`src/rtl/la_oai222_bist.sv`:
```
// Built-in self-test sequencer for one oai222 cell: sweeps all 64 input vectors,
// samples z after a settle window and records error count and first failing vector.
module la_oai222_bist #(
    parameter string PROP   = "DEFAULT",
    parameter int    SETTLE = 2,
    parameter int    CW     = 7
) (
    input  logic          clk,
    input  logic          reset,
    input  logic          start,
    input  logic          dut_z,
    output logic          dut_a0,
    output logic          dut_a1,
    output logic          dut_b0,
    output logic          dut_b1,
    output logic          dut_c0,
    output logic          dut_c1,
    output logic          busy,
    output logic          done,
    output logic          pass,
    output logic [CW-1:0] err_count,
    output logic          fail_valid,
    output logic [5:0]    fail_vec
);

    typedef enum logic [1:0] {
        S_IDLE = 2'd0,
        S_RUN  = 2'd1,
        S_DONE = 2'd2
    } state_t;

    localparam logic [7:0]    SETTLE_V = 8'(SETTLE);
    localparam logic [CW-1:0] ERR_MAX  = '1;

    state_t        state_q, state_d;
    logic [5:0]    vec_q, vec_d;
    logic [7:0]    cnt_q, cnt_d;
    logic [CW-1:0] err_q, err_d;
    logic          fv_q, fv_d;
    logic [5:0]    fvec_q, fvec_d;
    logic          exp_z;
    logic          mismatch;

    // Golden oai222 function of the vector currently on the cell pins.
    assign exp_z    = ~((vec_q[0] | vec_q[1]) & (vec_q[2] | vec_q[3]) & (vec_q[4] | vec_q[5]));
    assign mismatch = (dut_z != exp_z);

    always_comb begin
        state_d = state_q;
        vec_d   = vec_q;
        cnt_d   = cnt_q;
        err_d   = err_q;
        fv_d    = fv_q;
        fvec_d  = fvec_q;
        case (state_q)
            S_IDLE, S_DONE: begin
                if (start) begin
                    state_d = S_RUN;
                    vec_d   = 6'd0;
                    cnt_d   = SETTLE_V;
                    err_d   = '0;
                    fv_d    = 1'b0;
                    fvec_d  = 6'd0;
                end
            end
            S_RUN: begin
                if (cnt_q == 8'd0) begin
                    // Sample edge: the current vector has been held SETTLE+1 cycles.
                    if (mismatch) begin
                        if (err_q != ERR_MAX) begin
                            err_d = err_q + CW'(1);
                        end
                        if (!fv_q) begin
                            fv_d   = 1'b1;
                            fvec_d = vec_q;
                        end
                    end
                    if (vec_q == 6'd63) begin
                        state_d = S_DONE;
                        vec_d   = 6'd0;
                    end else begin
                        vec_d = vec_q + 6'd1;
                        cnt_d = SETTLE_V;
                    end
                end else begin
                    cnt_d = cnt_q - 8'd1;
                end
            end
            default: state_d = S_IDLE;
        endcase
    end

    always_ff @(posedge clk or posedge reset) begin
        if (reset) begin
            state_q <= S_IDLE;
            vec_q   <= 6'd0;
            cnt_q   <= 8'd0;
            err_q   <= '0;
            fv_q    <= 1'b0;
            fvec_q  <= 6'd0;
        end else begin
            state_q <= state_d;
            vec_q   <= vec_d;
            cnt_q   <= cnt_d;
            err_q   <= err_d;
            fv_q    <= fv_d;
            fvec_q  <= fvec_d;
        end
    end

    assign {dut_c1, dut_c0, dut_b1, dut_b0, dut_a1, dut_a0} = vec_q;
    assign busy       = (state_q == S_RUN);
    assign done       = (state_q == S_DONE);
    assign pass       = done && (err_q == '0);
    assign err_count  = err_q;
    assign fail_valid = fv_q;
    assign fail_vec   = fvec_q;

endmodule

```
`config.mk`:
```
export PLATFORM = sky130hd
export DESIGN_NAME = la_oai222_bist
export DESIGN_NICKNAME = d
export VERILOG_FILES = /design/src/rtl/la_oai222_bist.sv
export SDC_FILE = /design/constraint.sdc
export NUM_CORES = 1
export LEC_CHECK = 0
export ABC_AREA = 1
export CORE_MARGIN = 2
export CORE_UTILIZATION = 54
export CTS_BUF_LIST = sky130_fd_sc_hd__clkbuf_4 sky130_fd_sc_hd__clkbuf_8 sky130_fd_sc_hd__clkbuf_16
export CTS_CLUSTER_SIZE = 25
export DETAILED_ROUTE_END_ITERATION = 10
export GPL_TIMING_DRIVEN = 0
export PLACE_DENSITY = 0.89
export RECOVER_POWER = 100
export SYNTH_ARGS = -nofsm -noshare
export SYNTH_HDL_FRONTEND = slang
export SYNTH_SLANG_ARGS = --single-unit
```
`constraint.sdc`:
```
create_clock -name clk -period 2.05 [get_ports clk]
set_clock_uncertainty 0.15 [all_clocks]
set_input_delay 0.205 -clock clk [delete_from_list [all_inputs] [get_ports clk]]
set_output_delay 0.205 -clock clk [all_outputs]
set_load 0.01 [all_outputs]
```
# Word-level counts from Yosys, hierarchy flattened
# Cells that the tools add are included.
[op_classes]
addsub = 3
eq_ne = 12
reduce_logical = 12
mux = 25
n_bitwise = 6
[op_table]
columns = ["operator", "n"]
rows = [
  ["6-bit two-way mux", 6],
  ["7-bit two-way mux", 4],
  ["8-bit two-way mux", 3],
  ["6-bit one-hot mux with 2 select lines", 2],
  ["8-bit one-hot mux with 2 select lines", 1],
  ["7-bit one-hot mux with 2 select lines", 1],
  ["5-bit AND reduction", 2],
  ["3-bit AND reduction", 3],
  ["8-bit logical NOT", 1],
  ["2-bit by 1-bit != test with 1-bit output, second input constant", 4],
  ["8-bit by 1-bit subtractor with 8-bit output, second input constant", 1],
  ["7-bit by 1-bit adder with 7-bit output, second input constant", 1],
  ["7-bit logical NOT", 1],
  ["7-bit != test, second input constant", 1],
  ["6-bit by 1-bit adder with 6-bit output, second input constant", 1],
  ["6-bit == test, second input constant", 1],
  ["2-bit two-way mux", 3],
  ["2-bit != test, second input constant", 2],
  ["2-bit one-hot mux with 2 select lines", 1],
  ["4-bit AND reduction", 1],
  ["1-bit two-way mux", 3],
  ["3-bit != test, second input constant", 1],
  ["1-bit OR", 3],
  ["1-bit AND", 2],
  ["9 further kinds", 9],
]
[word_totals]
elab_cells = 64
out_inout_bits = 23
regBits = 30
input_bits = 4

# Logic depth before layout (Yosys ltp)
[logic_depth]
depth_word = 8
ltp_mapped = 10
mapped_depth_nobuf = 10

# Worst setup path before layout
# Ideal clock, no wire load.
[synth_timing]
path_type = "reg2reg"
start = "reg cnt_q[0]"
end = "reg fvec_q[0] (netlist: fail_vec[0])"
required_time_ps = 1783
path_stages_with_launch = 10
setup_ps = 117
n_path_buf = 0
arrival_time_ps = 1311
slack_ps = 471
period_less_slack_ps = 1579
cell_sequence = "dfrtp_1 > inv_1 > ha_1 > inv_1 > nor3_4 > nand3_4 > nand2_4 > nand3_2 > nand2_1 > nand2_1"
[synth_between]
elab_chain_cells = 3
[synth_lines]
columns = ["item", "line", "rtl"]
rows = [
  ["start: declaration", "37", "logic [7:0] cnt_q, cnt_d;"],
  ["start signal: assignment", "104", "cnt_q <= cnt_d;"],
  ["8-bit logical NOT", "67", "if (cnt_q == 8'd0) begin"],
  ["2-bit by 1-bit != test with 1-bit output (no line)", "--", ""],
  ["5-bit AND reduction (no line)", "--", ""],
  ["end signal: assignment", "107", "fvec_q <= fvec_d;"],
  ["end: declaration", "40", "logic [5:0] fvec_q, fvec_d;"],
]
# No other way between the ends.
# A chain may end at the register's enable or synchronous reset.

# Final worst setup path
[layout_timing]
start = "reg err_q[0] (netlist: err_count[0])"
end = "out pass"
[layout_between]
elab_chain_cells = 2
[layout_lines]
columns = ["item", "line", "rtl"]
rows = [
  ["start: declaration", "38", "logic [CW-1:0] err_q, err_d;"],
  ["start signal: assignment", "105", "err_q <= err_d;"],
  ["7-bit logical NOT", "114", "assign pass = done && (err_q == '0);"],
  ["1-bit logical AND", "114", ""],
  ["end: declaration", "20", "output logic pass,"],
]
# No other way between the ends.

==> metrics <==
status complete, no violations; I/O Pins 27; Post-Syn Instances 247; DR vias between 1.5k and 2k; Fill cells 280; final hold viol count 0; CP top delay family flip-flops; Row Count 21; Slew headroom approximately a quarter; Crit Path Class flip-flop to output port; largest net degree at the start of global routing 31; Final Critical Period a little under 2000 ps; Yosys top cell by area dfrtp_1; Worst Tran Pin Value 1141 ps; Final Non-Filler Cells 328; Die Y between 60 and 70 µm; maxcap violations 0; Hold Startpoint fail_vec[0]; worst hold path class flip-flop to flip-flop; Slew Limit Fails 0; Net Count, Synth approximately 260; Final Net Count a little under 300; vias per inst roughly 5.5; Power Density 871.6 nW/µm²; Core Area around 3400 µm²; Crit. path cell count 5; Period Utilization, post-route between 90% and 100%; CTS Buffer Depth 2; Worst Setup SP err_count[0]; setup tns final 0 ps; IO buf count 26; Synth cell types 31; reg2reg path depth 9; syn_area_per_cell 7.872 µm²; Root Driver clkbuf_4; clk_lat worst skew 340 ps; routed len/inst ~13 µm; dpl hpwl a little over 3 mm; initial antenna violation count 0; leading post-synthesis cells by cell area dfrtp_1, nand2_1, nand4_1; sequential share of the synthesized area 38.61%; worst path bufs/invs 2; Clock Pin Slew Worst Setup and Hold Paths approximately 90 ps; commonest cells after routing, fill and taps aside nand2_1, dfrtp_1, inv_1; commonest non-fill, non-tap cell in the layout nand2_1; CTS tree done; hold slack 322.7 ps; CP max-delay cell dfrtp_1; worst path arrival time approximately 1600 ps; gr ovfl total 0; top-area cell type share of the netlist area between 30 and 40%; RSZ-0062 raised after global routing no; antenna-violating nets left 0; Iteration-0 DRC Markers 112; R2R Path End err_count[4]; Final Cell Area approximately 2300 µm²; drt pass-1 iters 4; Worst Path Max Fanout 7; slack of the worst reg-to-reg path between 150 and 200 ps; crit-path cells inv_1 > ha_1 > nand3_1 > nor4_1 > dlygate4sd2_1; Synth Register Bits 30; layout cell share with drive strength beyond 1 between 10% and 20%; VDD IR-drop max around 0.00060 V; number of hold buffers added after CTS 0; end point of the critical path pass; final core occ around 70%; n_diodes 0; Mapped Area between 1500 and 2000 µm²; # DRC 0; total die area between 4000 and 5000 µm²; number of global-route vias before repair between 1.5k and 2k; gpl congestion between 0.8 and 0.9; critical path endpoint category output port; RR Startpoint cnt_q[0]; H-Tree Level Count 2; CP Launch Type flip-flop; Synth Warn # 0; Initial Util between 50% and 60%; Cells after DPL 319; GRT Total Usage 24.16%; Pleak 1.191 nW; TritonCTS buffer count 5; P&R area growth vs syn 19.11%; clock sinks 30; Worst Path Required 1690 ps; final setup violation count 0; slowest stage delay, CP between 400 and 500 ps; die span in x 64.01 µm; first-pass GRT wire length 7.631 mm; final WL 4.353 mm; Post-Place Cell Area ~2300 µm²; FMAX between 0.5 and 0.6 GHz
## what timing repair did
item | in CTS | in global routing
pin swaps | 1 | 0
gates resized for setup | 3 | 1
setup endpoints to repair | 2 | 1
buffers inserted | 1 | 0
## Yosys cell counts
| cell | n |
|---|---|
| ha_1 | 6 |
| inv_2 | 3 |
| o21ai_1 | 3 |
| o21bai_1 | 1 |
| nor3_4 | 1 |
| nor2_4 | 1 |
| nand3_4 | 3 |
| o21ai_0 | 12 |
| xor2_1 | 2 |
| buf_2 | 1 |
| nor2_1 | 21 |
| nor3_2 | 1 |
| nand3_1 | 23 |
| inv_1 | 28 |
| nand2_1 | 65 |
| nor4_1 | 1 |
| nor3b_1 | 2 |
| nand2_4 | 2 |
| a22oi_2 | 1 |
| buf_6 | 1 |
| clkinv_1 | 1 |
| dfrtp_1 | 30 |
| nor2_2 | 2 |
| nand3_2 | 2 |
| nand4_1 | 20 |
| nor2_8 | 2 |
| nand2_2 | 6 |
| buf_4 | 2 |
| buf_8 | 2 |
| a21oi_1 | 1 |
| nand4_2 | 1 |
## worst reg2reg max path, cell delays in order (launching register included)
cell and delay [ps]:
dfrtp_1 400, inv_1 130, ha_1 160, inv_1 60, nor3_4 200, nand3_4 110
nand2_2 180, nand3_2 200, nand2_1 120, nand2_1 70
## metrics by stage
step	setup WS (ps)	power (mW)
2_1_floorplan	471.5	1.407
3_3_place_gp	196.7	1.613
3_5_place_dp	186.3	1.658
4_1_cts	32.81	2.050
5_1_grt	9.552	2.207
6_report	108.0	2.019
## flip-flops by register name, summed over array words and instances (netlist names)
| name | flops |
|---|---|
| vec_q | 6 |
| cnt_q | 8 |
| err_count | 7 |
| fail_valid | 1 |
| state_q | 2 |
| fail_vec | 6 |
## kinds of logic after synthesis
logic type | Yosys count | share of synthesized area [%]
AND/OR/NAND/NOR | 153 | 42.15
buffers and inverters | 38 | 9.330
flip-flops | 30 | 38.61
AO/OA/AOI/OAI | 18 | 5.148
adder cells (fa/ha/maj) | 6 | 3.861
XOR/XNOR | 2 | 0.9011
## layer usage
layer / wire length (µm) / up-vias / share of wire (%) / track usage [%]
met4: 83 / 0 / 1.9 / 11.41
li1: - / 874 / - / -
met2: 2117 / 60 / 49 / 38.67
met1: 1893 / 850 / 43 / 31.04
met5: 0 / - / 0 / 0
met3: 259 / 7 / 5.9 / 5.282
## how the worst min path moves through the flow
stage / slack [ps] / to / depth (start not counted)
5_1_grt: 350 / state_q[1] / 2
4_1_cts: 330 / fail_vec[0] / 2
3_5_place_dp: 310 / fail_vec[0] / 2
3_3_place_gp: 310 / fail_vec[3] / 2
2_1_floorplan: 150 / cnt_q[0] / 1
6_report: 320 / fail_vec[0] / 2
## report_power, final
part	switching [mW]	total, mW	leakage (nW)	internal, mW
registers	0.145	0.871	0.389	0.727
clock network	0.207	0.386	0.0387	0.179
logic	0.464	0.762	0.763	0.298
total	0.815	2.02	1.19	1.20
## layout make-up
class / instances / area (µm²) / share of cell area (%)
timing repair buffer: 27 / 266.5 / 11.51
tap: 46 / 57.56 / 2.485
clock buffer: 7 / 58.81 / 2.539
multi-input combinational: 179 / 992.2 / 42.84
clock inverter: 1 / 5.005 / 0.2161
inverter: 32 / 120.1 / 5.186
sequential: 30 / 750.7 / 32.41
buffer: 6 / 65.06 / 2.809
Power figures use the tool's default switching activity.
